File: config.mk
export PLATFORM = sky130hd
export DESIGN_NAME = serial_word_collector_flat
export DESIGN_NICKNAME = d
export VERILOG_FILES = /design/src/rtl/serial_word_collector_if.sv /design/src/rtl/serial_word_collector.sv /design/src/flat_wrapper.sv
export SDC_FILE = /design/constraint.sdc
export NUM_CORES = 1
export LEC_CHECK = 0
export CORE_MARGIN = 8
export CORE_UTILIZATION = 55
export CTS_BUF_LIST = sky130_fd_sc_hd__clkbuf_4
export CTS_CLUSTER_SIZE = 8
export DETAILED_ROUTE_END_ITERATION = 12
export PLACE_DENSITY = 0.88
export RECOVER_POWER = 50
export SYNTH_ARGS = -nofsm -noshare
export SYNTH_HDL_FRONTEND = slang
export SYNTH_SLANG_ARGS = --single-unit
File: constraint.sdc
create_clock -name clk -period 2.35 [get_ports clk]
set_input_delay 0.3525 -clock clk [delete_from_list [all_inputs] [get_ports clk]]
set_output_delay 0.3525 -clock clk [all_outputs]
set_load 0.05 [all_outputs]
File: src/rtl/serial_word_collector_if.sv
// Output word port of serial_word_collector: valid/ready handshake carrying
// one assembled WIDTH-bit word.
//   out_data  : assembled word, stable while out_valid=1
//   out_valid : out_data holds an unconsumed word
//   out_ready : consumer accepts; transfer when out_valid & out_ready
// master = word producer (the collector), slave = word consumer.
interface serial_word_collector_if #(
  parameter int WIDTH = 8
);
  logic [WIDTH-1:0] out_data;
  logic             out_valid;
  logic             out_ready;

  modport master (
    output out_data,
    output out_valid,
    input  out_ready
  );

  modport slave (
    input  out_data,
    input  out_valid,
    output out_ready
  );
endinterface

File: src/rtl/serial_word_collector.sv
// serial_word_collector
// Gathers the serial bit stream of the upstream shift register into WIDTH-bit
// words and presents each word through a one-word holding register on a
// valid/ready port. A completed word arriving while the holding register is
// full and not being drained is dropped and sets the sticky overflow flag.
//
// Optional feature macro: SWC_PARITY_EN
//   When defined, every word is followed by one even-parity bit; the word
//   completes on that bit and parity_err_o is loaded alongside out_data.
//   When undefined, words complete on data bit WIDTH and parity_err_o is 0.
//
// Ports
//   clk          : clock, rising edge
//   rst          : synchronous active-high reset
//   bit_en_i     : bit_in_i is valid this cycle
//   bit_in_i     : serial data bit
//   msb_first_i  : 1 = first received bit is the word MSB, 0 = LSB
//   clear_i      : abort the partial word (wins over bit_en_i)
//   out_if       : word output port (out_data / out_valid / out_ready)
//   overflow_o   : sticky, a completed word was dropped; cleared only by rst
//   bit_count_o  : bits of the current word received so far
//   parity_err_o : parity error flag, valid with out_data
module serial_word_collector #(
  parameter int WIDTH = 8
) (
  input  logic                        clk,
  input  logic                        rst,
  input  logic                        bit_en_i,
  input  logic                        bit_in_i,
  input  logic                        msb_first_i,
  input  logic                        clear_i,
  serial_word_collector_if.master     out_if,
  output logic                        overflow_o,
  output logic [$clog2(WIDTH+2)-1:0]  bit_count_o,
  output logic                        parity_err_o
);

  localparam int CW = $clog2(WIDTH+2);

`ifdef SWC_PARITY_EN
  typedef enum logic {COLLECT, PARITY} state_e;
`else
  typedef enum logic {COLLECT} state_e;
`endif

  state_e           state_q, state_d;
  logic [WIDTH-1:0] sr_q, sr_d;
  logic [CW-1:0]    bitCount_q, bitCount_d;
  logic             msbFirst_q, msbFirst_d;
  logic [WIDTH-1:0] outData_q, outData_d;
  logic             outValid_q, outValid_d;
  logic             overflow_q, overflow_d;
`ifdef SWC_PARITY_EN
  logic             parityErr_q, parityErr_d;
  logic             completePar;
`endif

  logic             msbEff;
  logic [WIDTH-1:0] srShift;
  logic             completeNow;
  logic [WIDTH-1:0] completeWord;

  // State register: all state is cleared synchronously by rst.
  always_ff @(posedge clk) begin
    if (rst) begin
      state_q     <= COLLECT;
      sr_q        <= '0;
      bitCount_q  <= '0;
      msbFirst_q  <= 1'b0;
      outData_q   <= '0;
      outValid_q  <= 1'b0;
      overflow_q  <= 1'b0;
`ifdef SWC_PARITY_EN
      parityErr_q <= 1'b0;
`endif
    end else begin
      state_q     <= state_d;
      sr_q        <= sr_d;
      bitCount_q  <= bitCount_d;
      msbFirst_q  <= msbFirst_d;
      outData_q   <= outData_d;
      outValid_q  <= outValid_d;
      overflow_q  <= overflow_d;
`ifdef SWC_PARITY_EN
      parityErr_q <= parityErr_d;
`endif
    end
  end

  // Next-state logic: bit collection, word completion and output handshake.
  always_comb begin
    state_d      = state_q;
    sr_d         = sr_q;
    bitCount_d   = bitCount_q;
    msbFirst_d   = msbFirst_q;
    outData_d    = outData_q;
    outValid_d   = outValid_q;
    overflow_d   = overflow_q;
    completeNow  = 1'b0;
    completeWord = sr_q;
`ifdef SWC_PARITY_EN
    parityErr_d  = parityErr_q;
    completePar  = 1'b0;
`endif

    // The bit order is sampled on the first bit and held for the whole word.
    msbEff  = (bitCount_q == '0) ? msb_first_i : msbFirst_q;
    srShift = msbEff ? {sr_q[WIDTH-2:0], bit_in_i} : {bit_in_i, sr_q[WIDTH-1:1]};

    // A consumed word frees the holding register; a completion below may refill it.
    if (outValid_q && out_if.out_ready) begin
      outValid_d = 1'b0;
    end

    if (clear_i) begin
      bitCount_d = '0;
      state_d    = COLLECT;
    end else if (bit_en_i) begin
      case (state_q)
        COLLECT: begin
          sr_d = srShift;
          if (bitCount_q == '0) begin
            msbFirst_d = msb_first_i;
          end
          if (bitCount_q == CW'(WIDTH-1)) begin
`ifdef SWC_PARITY_EN
            state_d    = PARITY;
            bitCount_d = CW'(WIDTH);
`else
            completeNow  = 1'b1;
            completeWord = srShift;
            bitCount_d   = '0;
`endif
          end else begin
            bitCount_d = bitCount_q + CW'(1);
          end
        end
`ifdef SWC_PARITY_EN
        PARITY: begin
          // Even parity: data bits plus parity bit must XOR to 0.
          completeNow  = 1'b1;
          completeWord = sr_q;
          completePar  = (^sr_q) ^ bit_in_i;
          bitCount_d   = '0;
          state_d      = COLLECT;
        end
`endif
        default: begin
          state_d    = COLLECT;
          bitCount_d = '0;
        end
      endcase
    end

    // Load only if the register is empty or being drained this same cycle.
    if (completeNow) begin
      if (!outValid_q || out_if.out_ready) begin
        outData_d  = completeWord;
        outValid_d = 1'b1;
`ifdef SWC_PARITY_EN
        parityErr_d = completePar;
`endif
      end else begin
        overflow_d = 1'b1;
      end
    end
  end

  assign out_if.out_data  = outData_q;
  assign out_if.out_valid = outValid_q;
  assign overflow_o       = overflow_q;
  assign bit_count_o      = bitCount_q;
`ifdef SWC_PARITY_EN
  assign parity_err_o     = parityErr_q;
`else
  assign parity_err_o     = 1'b0;
`endif

endmodule

File: src/flat_wrapper.sv
// flat-port wrapper written by rule: the top's interface ports become plain ports
module serial_word_collector_flat 
#(
  parameter int WIDTH = 8
)
  (clk, rst, bit_en_i, bit_in_i, msb_first_i, clear_i, overflow_o, bit_count_o, parity_err_o, out_if_out_data, out_if_out_valid, out_if_out_ready);
  serial_word_collector_if #(.WIDTH(WIDTH)) out_if_i ();
  input  logic clk;
  input  logic rst;
  input  logic bit_en_i;
  input  logic bit_in_i;
  input  logic msb_first_i;
  input  logic clear_i;
  output logic overflow_o;
  output logic [$clog2(WIDTH+2)-1:0] bit_count_o;
  output logic parity_err_o;
  output wire logic [$bits(out_if_i.out_data)-1:0] out_if_out_data;
  output wire logic [$bits(out_if_i.out_valid)-1:0] out_if_out_valid;
  input wire logic [$bits(out_if_i.out_ready)-1:0] out_if_out_ready;
  assign out_if_out_data = out_if_i.out_data;
  assign out_if_out_valid = out_if_i.out_valid;
  assign out_if_i.out_ready = out_if_out_ready;
  serial_word_collector #(.WIDTH(WIDTH)) u_core (.clk(clk), .rst(rst), .bit_en_i(bit_en_i), .bit_in_i(bit_in_i), .msb_first_i(msb_first_i), .clear_i(clear_i), .out_if(out_if_i), .overflow_o(overflow_o), .bit_count_o(bit_count_o), .parity_err_o(parity_err_o));
endmodule
==> results.md <==
- Critical Path, Cell by Cell: inv_1 -> ha_1 -> nor3b_2 -> mux2_4 -> a211oi_2
- Top-Level Pins: 22
- Total track usage: between 10% and 20%
- CP bufs+invs: 1
- Final worst-path cycle share: 87.10%
- Total negative setup slack: 0 ns
- Worst VDD drop: 0.3785 mV
- Setup violators final: 0
- Post-route DRC: 0
- DIE AREA: ~4200 um^2
- Post-cts resize count: 0
- Mapped cell area: roughly 1300 um^2
- Post-synth cell types: 30
- Design area: 1504 um^2
- Most common flop cell mapped by yosys: dfxtp_1
- N_diodes: 0
- Mapped Cells: 120
- Fin Hold WS: 0.5070 ns
- Ys async rst share: 0%
- Met2 Routed Length: ~1200 um
- Post-DP Area: approximately 1500 um^2
- # H-tree levels: 1
- Final Critical Period: 2.047 ns
- Total power: roughly 0.74 mW
- Met1 wire length: roughly 1200 um
- EDFF count, synth: 0
- Routed WL: 2566 um
- CTS sink cnt: 23
- Vias/cell: between 5 and 6
- Delay-heaviest family, CP: simple AND/OR/NAND/NOR gates
- # rows: 17
- Worst Tran Pin Value: 0.9600 ns
- Final Max Tran Viols: 0
- Initial DRC Count: 45
- CP Data Required Time: 2.58 ns
- Post-DP HPWL: roughly 1900 um
- Yosys top cell by area: dfxtp_1
- GPL Wtd Cong: 0.8094
- Slowest CP cell: nor3b_2
- Die Wd: 64.85 um
- Clk slew on worst S/H paths: 0.12 ns
- CP endpoint kind: register
- Share of the synthesized area in the top cell type: 35.08%
- Core area: 2233 um^2
- Final hold vios: 0
- Top sig layer: met4
- CP Launch Type: register
- First-pass GRT wire length: 4409 um
- Largest cells by area after synthesis: dfxtp_1 35%, a211oi_2 15%, mux2i_1 13%, mux2_4 9.2%, a31oi_1 3.8%
- Post-CTS Hold Buffers: 0
- Post-layout net count: 145
- Synth warnings: 0
- Initial antenna violation count: 0
- Chip height: 64.85 um
- Clk_lat worst skew: 0.31 ns
- Maxcap violations: 0
- Post-Syn Nets: 129
- CTS buffer count: 3
- Initial Utilization: 58.77%
- Skew final: 0.004415 ns
- Number of synthesized register bits: 23
- Drt wl/cell: 15.74 um
- Largest stage delay, worst path: 0.77 ns
- Remaining Overflow, GRT: 0
- CTS root buf: clkbuf_4
- Seq/Total Area, Yosys: 35.08%
- Post CTS Setup Buffer Count: 0
- Type of the most critical hold path: register to register
- PD cells: 492.3 nW/um^2
- P&R area growth vs syn: 14.59%
- Core Util, Final: 67.34%
- Commonest cells after routing, fill and taps aside: 23 x dfxtp_1, 17 x mux2i_1, 16 x a211oi_2
- Commonest non-fill, non-tap cell in the layout: dfxtp_1
- Vias: between 900 and 1000
- Share of layout cells above drive strength 1: 23.70%
- I/O Buffers: 20
- Slew HR: a little over a third
- Largest net degree at the start of global routing: 19
- Worst Path Max Fanout: 10
- Fillers: 174
- Avg Cell Area, Syn: 10.94 um^2
- Met3 wire length: 131 um
- DRT Pass-1 Iters: 4
- Status: complete, no violations
- Setup CP Type: register to register
- ANT nets after route: 0
- CP Data Arrival Time: 2.28 ns
- RSZ-0062 raised after global routing: no
- Vias in the first global route: 930
- CTS max path bufs: 2
- Pleak: around 0.58 nW
- Fmax: 488.5 MHz
- CTS tree: built
## metal layers
layer  up-vias  GRT usage, %
li1        471             -
met1       454         16.17
met2        20         20.12
met3         5         3.265
met4         0         4.087
met5         -             0
## cells in the mapped netlist (4+ instances only)
cell type  number
dfxtp_1        23
mux2i_1        17
a211oi_2       16
nor2_1          9
a31oi_1         8
mux2_4          8
buf_4           5
inv_1           4
## where the power goes
group	switching (mW)	total, mW	internal [mW]
Clock	0.116	0.194	0.0779
Combinational	0.0682	0.130	0.0623
Sequential	0.0148	0.416	0.401
## sequential cells by signal, indices dropped and copies added, names as in the netlist
name	cells
u_core.bit_count_o	4
u_core.msbFirst_q	1
u_core.out_if.out_valid	1
u_core.out_if.out_data	8
u_core.overflow_o	1
u_core.sr_q	8
## worst min-delay path, stage by stage (launching register included)
cell	delay, ns
dfxtp_1	0.36
a41oi_1	0.05
nor2_1	0.07
## cell type report
| class | instances | area [um^2] | share of cell area (%) |
|---|---|---|---|
| Clock buffer | 4 | 30.03 | 1.997 |
| Inverter | 4 | 15.01 | 0.9983 |
| Multi-Input combinational cell | 81 | 740.7 | 49.25 |
| Sequential cell | 23 | 460.4 | 30.62 |
| Tap cell | 28 | 35.03 | 2.329 |
| Timing Repair Buffer | 23 | 222.7 | 14.81 |
## worst paths after layout
path / from / endpoint / slack, ns / cells after the start
max: u_core.bit_count_o[0]$_SDFFE_PP0P_ / u_core.sr_q[7]$_SDFFE_PP0P_ / 0.30 / 5
min: u_core.overflow_o$_SDFFE_PP0P_ / u_core.overflow_o$_SDFFE_PP0P_ / 0.51 / 2
max reg2reg: u_core.bit_count_o[0]$_SDFFE_PP0P_ / u_core.sr_q[7]$_SDFFE_PP0P_ / 0.30 / 5
min reg2reg: u_core.overflow_o$_SDFFE_PP0P_ / u_core.overflow_o$_SDFFE_PP0P_ / 0.51 / 2
## logic make-up after synthesis
| group | Yosys count | share of synthesized area (%) |
|---|---|---|
| DFF | 23 | 35.08 |
| adders and majority gates | 2 | 1.906 |
| other | 1 | 0.2857 |
| and+or+nand+nor | 22 | 8.771 |
| muxes | 25 | 22.12 |
| buffers and inverters | 16 | 8.579 |
| AOI/OAI and AO/OA | 28 | 21.26 |
| xor gates and xnor gates | 3 | 2.002 |
## per-stage QoR
stage          std cells  worst slack (ns)
2_1_floorplan        120            0.4951
3_3_place_gp         159            0.3584
3_5_place_dp         159            0.3029
4_1_cts              163            0.3081
5_1_grt              163            0.2063
6_report             163            0.3031
Note: power is estimated with default switching activity, not from simulation.
==> variant 1 (same flow settings) <==
Take the reset off `sr_q` and `outData_q` and load them in a clocked block of their own.
--- a/src/rtl/serial_word_collector.sv
+++ b/src/rtl/serial_word_collector.sv
@@ -64,10 +64,8 @@
   always_ff @(posedge clk) begin
     if (rst) begin
       state_q     <= COLLECT;
-      sr_q        <= '0;
       bitCount_q  <= '0;
       msbFirst_q  <= 1'b0;
-      outData_q   <= '0;
       outValid_q  <= 1'b0;
       overflow_q  <= 1'b0;
 `ifdef SWC_PARITY_EN
@@ -75,16 +73,19 @@
 `endif
     end else begin
       state_q     <= state_d;
-      sr_q        <= sr_d;
       bitCount_q  <= bitCount_d;
       msbFirst_q  <= msbFirst_d;
-      outData_q   <= outData_d;
       outValid_q  <= outValid_d;
       overflow_q  <= overflow_d;
 `ifdef SWC_PARITY_EN
       parityErr_q <= parityErr_d;
 `endif
     end
+  end
+
+  always_ff @(posedge clk) begin
+    sr_q      <= sr_d;
+    outData_q <= outData_d;
   end
 
   // Next-state logic: bit collection, word completion and output handshake.
Check against the original RTL: differs if rst is asserted again (counterexample within 10 cycles, from zero or initial values and one cycle with rst high); with rst held inactive, the same outputs for 10 cycles.
==> variant 1 against the original RTL <==
Worst setup slack worse by 150 ps. Cell count down 15%. Synthesized cell count down 26%. Sequential cell count unchanged. Die area down 4.1%. Maximum frequency down 7.0%. Cell area down 2.2%. Count of clock-buffer cells in the layout unchanged. Worst hold slack worse by 10 ps. Synthesized area down 5.4%. Power up 1.2%. Routed wire length down 13%. First-iteration DRC count down 76%. Critical path type unchanged. Largest power group unchanged.
==> variant 1: results (changes against the original RTL) <==
.. list-table::
   :header-rows: 1

   * - Metric
     - Value
   * - Outcome
     - complete, no violations (unchanged)
   * - Worst VDD drop
     - 417 uV (was 378 uV)
   * - Number of nets at the end of the flow
     - 121 (was 145)
   * - Number of gates given a new drive strength after cts
     - 0 (unchanged)
   * - Leakage power summed over all cells
     - 0.591 nW (was 0.579 nW)
   * - First-pass GRT wire length
     - 3670 um (was 4410 um)
   * - Top_reg_cell synth
     - edfxtp_1 (was dfxtp_1)
   * - Number of synthesized flops with an enable pin
     - 16 (was 0)
   * - Layout Cells excl Fill
     - 139 (was 163)
   * - Post-CTS Repair Setup Buffers
     - 0 (unchanged)
   * - Switching component of the power
     - 0.176 mW (was 0.199 mW)
   * - Gr usage total
     - 11.2% (was 12.6%)
   * - # diodes
     - 0 (unchanged)
   * - Worst clock skew on the final layout
     - 4.51 ps (was 4.42 ps)
   * - Syn_nets
     - 98 (was 129)
   * - Total count of hold-check failures in the final report
     - 0 (unchanged)
   * - Number of synthesis warnings
     - 0 (unchanged)
   * - Yosys cell types
     - 27 (was 30)
   * - Detailed-routing iteration count for the pre-antenna-repair pass
     - 4 (unchanged)
   * - Async SR Flop Fraction
     - 0% (unchanged)
   * - Number of global-route vias before repair
     - 814 (was 930)
   * - Area contributors post-synth
     - edfxtp_1 (39%), mux2i_1 (20%), dfxtp_1 (11%) (was dfxtp_1 (35%), a211oi_2 (15%), mux2i_1 (13%))
   * - Sequential cell area fraction in the yosys report
     - 50.0% (was 35.1%)
   * - Source-to-sink clock delay at the later pin of the worst-skew pair
     - 310 ps (about the same)
   * - Worst hold path class
     - register to register (unchanged)
   * - Via density
     - 5.32 (was 5.83)
   * - Number of inserted filler cells in the final layout
     - 168 (was 174)
   * - Largest net degree at the start of global routing
     - 13 (was 19)
   * - Worst Max-Slew Pin Slew
     - 957 ps (was 960 ps)
   * - Share of layout cells above drive strength 1
     - 15.3% (was 23.7%)
   * - Worst EP arrival
     - 2270 ps
   * - CTS clock-pin slew for the worst setup and hold paths
     - 120 ps (about the same)
   * - Ranking of synthesized cells by instance count
     - mux2i_1 (25), edfxtp_1 (16), mux2_4 (8) (was dfxtp_1 (23), mux2i_1 (17), a211oi_2 (16))
   * - Final routed wire length divided by cell count
     - 16.1 um (was 15.7 um)
   * - Clock buffers created by TritonCTS
     - 3 (unchanged)
   * - Routability-driven placement congestion ratio
     - 0.746 (was 0.809)
   * - Half-perimeter wire length after detailed placement
     - 1710 um (was 1860 um)
   * - Number of DRC markers in iteration 0
     - 11 (was 45)
   * - Cells after Synth
     - 89 (was 120)
   * - Maximum clock insertion buffer count
     - 2 (unchanged)
-- variant 1: path summary, 6_finish.rpt --
| check | start | end | cells past startpoint | slack (ps) |
|---|---|---|---|---|
| max | u_core.bit_count_o[0] | u_core.out_if.out_data[3] | 5 | 150 |
| min | u_core.overflow_o | u_core.overflow_o | 1 | 500 |
| max reg2reg | u_core.bit_count_o[0] | u_core.out_if.out_data[3] | 5 | 150 |
| min reg2reg | u_core.overflow_o | u_core.overflow_o | 1 | 500 |
-- variant 1: area by class of cell --
class | instances | area share [%]
Multi-Input combinational cell | 60 | 38.5
Timing Repair Buffer | 22 | 14.4
Tap cell | 28 | 2.38
Sequential cell | 23 | 42.2
Inverter | 2 | 0.510
Clock buffer | 4 | 2.04
-- variant 1: power groups by stage --
stage | logic [mW] | clock network [mW] | registers [mW]
final | 0.0969 | 0.192 | 0.461
after global routing | 0.105 | 0.202 | 0.463
after CTS | 0.0983 | 0.192 | 0.461
after detailed placement | 0.0978 | 0 | 0.470
after global placement | 0.0937 | 0 | 0.469
after floorplan | 0.0689 | 0 | 0.468
-- variant 1: cell families (layout without fill, tap and decap cells) --
family | Yosys count | count (layout) | synth area share [%]
muxes | 33 | 33 | 29.8
DFF | 23 | 23 | 50.0
and+or+nand+nor | 17 | 17 | 10.2
buffers and inverters | 6 | 28 | 3.12
AOI/OAI and AO/OA | 4 | 4 | 2.42
xor gates and xnor gates | 3 | 3 | 2.12
adders and majority gates | 2 | 2 | 2.02
other | 1 | 1 | 0.302
-- variant 1: metal layers --
layer / up-vias / part of all wire, % / track usage (%)
li1: 371 / - / -
met1: 352 / 44 / 11.8
met2: 15 / 50 / 20.0
met3: 2 / 5.1 / 3.18
met4: 0 / 0.63 / 5.01
met5: - / 0 / 0
-- variant 1: critical path, stage by stage, from the launching register on --
cell and delay, ps:
dfxtp_1 370, inv_1 90, ha_1 140, nor3b_2 770, mux2i_1 280, mux2_4 320
-- variant 1: stage by stage --
stage	hold WS, ps	cell area (um^2)	util (%)	setup WS, ps
finish	497	1470	67.8	150
global route	521	1470	67.8	58.6
CTS	505	1490	68.7	162
detailed placement	482	1460	67.3	164
global placement	465	1460	67.3	281
floorplan	422	1240	-	339
==> variant 2 (same settings) <==
Made on the original files. Build with the macro `SWC_PARITY_EN` defined.
--- a/src/rtl/serial_word_collector.sv
+++ b/src/rtl/serial_word_collector.sv
@@ -20,6 +20,8 @@
 //   overflow_o   : sticky, a completed word was dropped; cleared only by rst
 //   bit_count_o  : bits of the current word received so far
 //   parity_err_o : parity error flag, valid with out_data
+`define SWC_PARITY_EN
+
 module serial_word_collector #(
   parameter int WIDTH = 8
 ) (
Check against the original RTL: not equivalent (Yosys sat finds a counterexample within 10 cycles, from zero or initial values and one cycle with rst high).
==> variant 2 against the original RTL <==
Sequential cell count increased by 2. Routed wire length decreased by 9.4%. Power increased by 1.5%. Synthesized area decreased by 11%. Via count decreased by 0.84%. Critical path depth unchanged. Worst setup slack got worse by 19 ps. Cell area decreased by 5.6%. Largest power group unchanged.
==> variant 2: results (changes against the original RTL) <==
.. list-table::
   :header-rows: 1

   * - Metric
     - Value
   * - Outcome
     - complete, no violations (unchanged)
   * - Register-to-Register Setup Slack
     - 530 ps (was 300 ps)
   * - Port Buffer Count
     - 21 (was 20)
   * - Dpl ws
     - 419 ps (was 303 ps)
   * - Area of placed instances
     - 1400 um^2 (was 1480 um^2)
   * - Routability-driven placement congestion ratio
     - 0.867 (was 0.809)
   * - Ranking of synthesized cells by instance count
     - dfxtp_1 (25), nor2_1 (22), mux2i_1 (16) (was dfxtp_1 (23), mux2i_1 (17), a211oi_2 (16))
   * - Layout Cells excl Fill
     - 169 (was 163)
   * - Proportion of total power due to net switching
     - 24.8% (was 26.9%)
   * - Post-Route Hold Slack
     - 490 ps (was 507 ps)
   * - Crit Path Max Fanout
     - 9 (was 10)
   * - Number of global-route vias before repair
     - 861 (was 930)
   * - Leakage power summed over all cells
     - 0.532 nW (was 0.579 nW)
   * - Worst clock skew on the final layout
     - 5.42 ps (was 4.42 ps)
   * - First-pass GRT wire length
     - 3860 um (was 4410 um)
   * - Number of nets at the end of the flow
     - 152 (was 145)
   * - Count of vias placed by the detailed router
     - 942 (was 950)
   * - Area contributors post-synth
     - dfxtp_1 (43%), mux2i_1 (14%), nor2_1 (7.1%) (was dfxtp_1 (35%), a211oi_2 (15%), mux2i_1 (13%))
   * - Number of DRC markers in iteration 0
     - 28 (was 45)
   * - Cells after Synth
     - 121 (was 120)
   * - Syn_nets
     - 130 (was 129)
   * - Gr usage total
     - 13.4% (was 12.6%)
   * - Clock root buffer
     - clkbuf_4 (unchanged)
   * - Sequential cell area fraction in the yosys report
     - 43.0% (was 35.1%)
   * - Share of layout cells above drive strength 1
     - 7.75% (was 23.7%)
variant 2: cell types whose count changed after synthesis, sizes merged, moves of 7 or more:
cell / unedited run / this run
a211oi: 16 / 9
a31oi: 8 / 0
mux2: 8 / 1
buf: 11 / 1
nor2: 9 / 23
variant 2: cell families after synthesis:
kind of cell,count (synthesis),share of synthesized area (%)
compound gates,18,10.5
xor+xnor,6,5.69
fa+ha+maj,2,2.15
buf+inv,10,3.54
flops,25,43.0
mux,18,16.6
simple gates,42,18.5
variant 2: layer usage:
metal  share of wire (%)  GRT usage [%]  vias up
li1                    -              -      465
met1                  49           17.7      444
met2                  43           20.5       26
met3                 5.1           2.06        7
met4                 2.1           6.82        0
met5                   0              0        -
variant 2: power by group through the flow:
stage / logic (mW) / clock network (mW) / registers [mW]
after detailed placement: 0.100 / 0 / 0.460
after floorplan: 0.0722 / 0 / 0.459
after global placement: 0.0978 / 0 / 0.460
after global routing: 0.109 / 0.221 / 0.453
final: 0.100 / 0.201 / 0.450
after CTS: 0.101 / 0.207 / 0.451
variant 2: path summary, 6_finish.rpt:
check                                           start                        end  cells past startpoint
worst min-delay path                u_core.overflow_o          u_core.overflow_o                      2
worst max-delay path                          clear_i  u_core.out_if.out_data[5]                      5
worst max register to register  u_core.bit_count_o[0]             u_core.sr_q[4]                      6
worst min register to register      u_core.overflow_o          u_core.overflow_o                      2
variant 2: layout make-up:
class,count,area [um^2]
clock buffer,4,30.0
fill,148,562
inverter,4,15.0
multi-input combinational,86,616
sequential,25,500
tap,27,33.8
timing repair buffer,23,225
variant 2: worst max-delay path, cell delays in order:
cell	delay, ps
dlygate4sd3_1	640
nand3b_1	260
nor2_1	710
mux2i_1	260
nor2_1	60
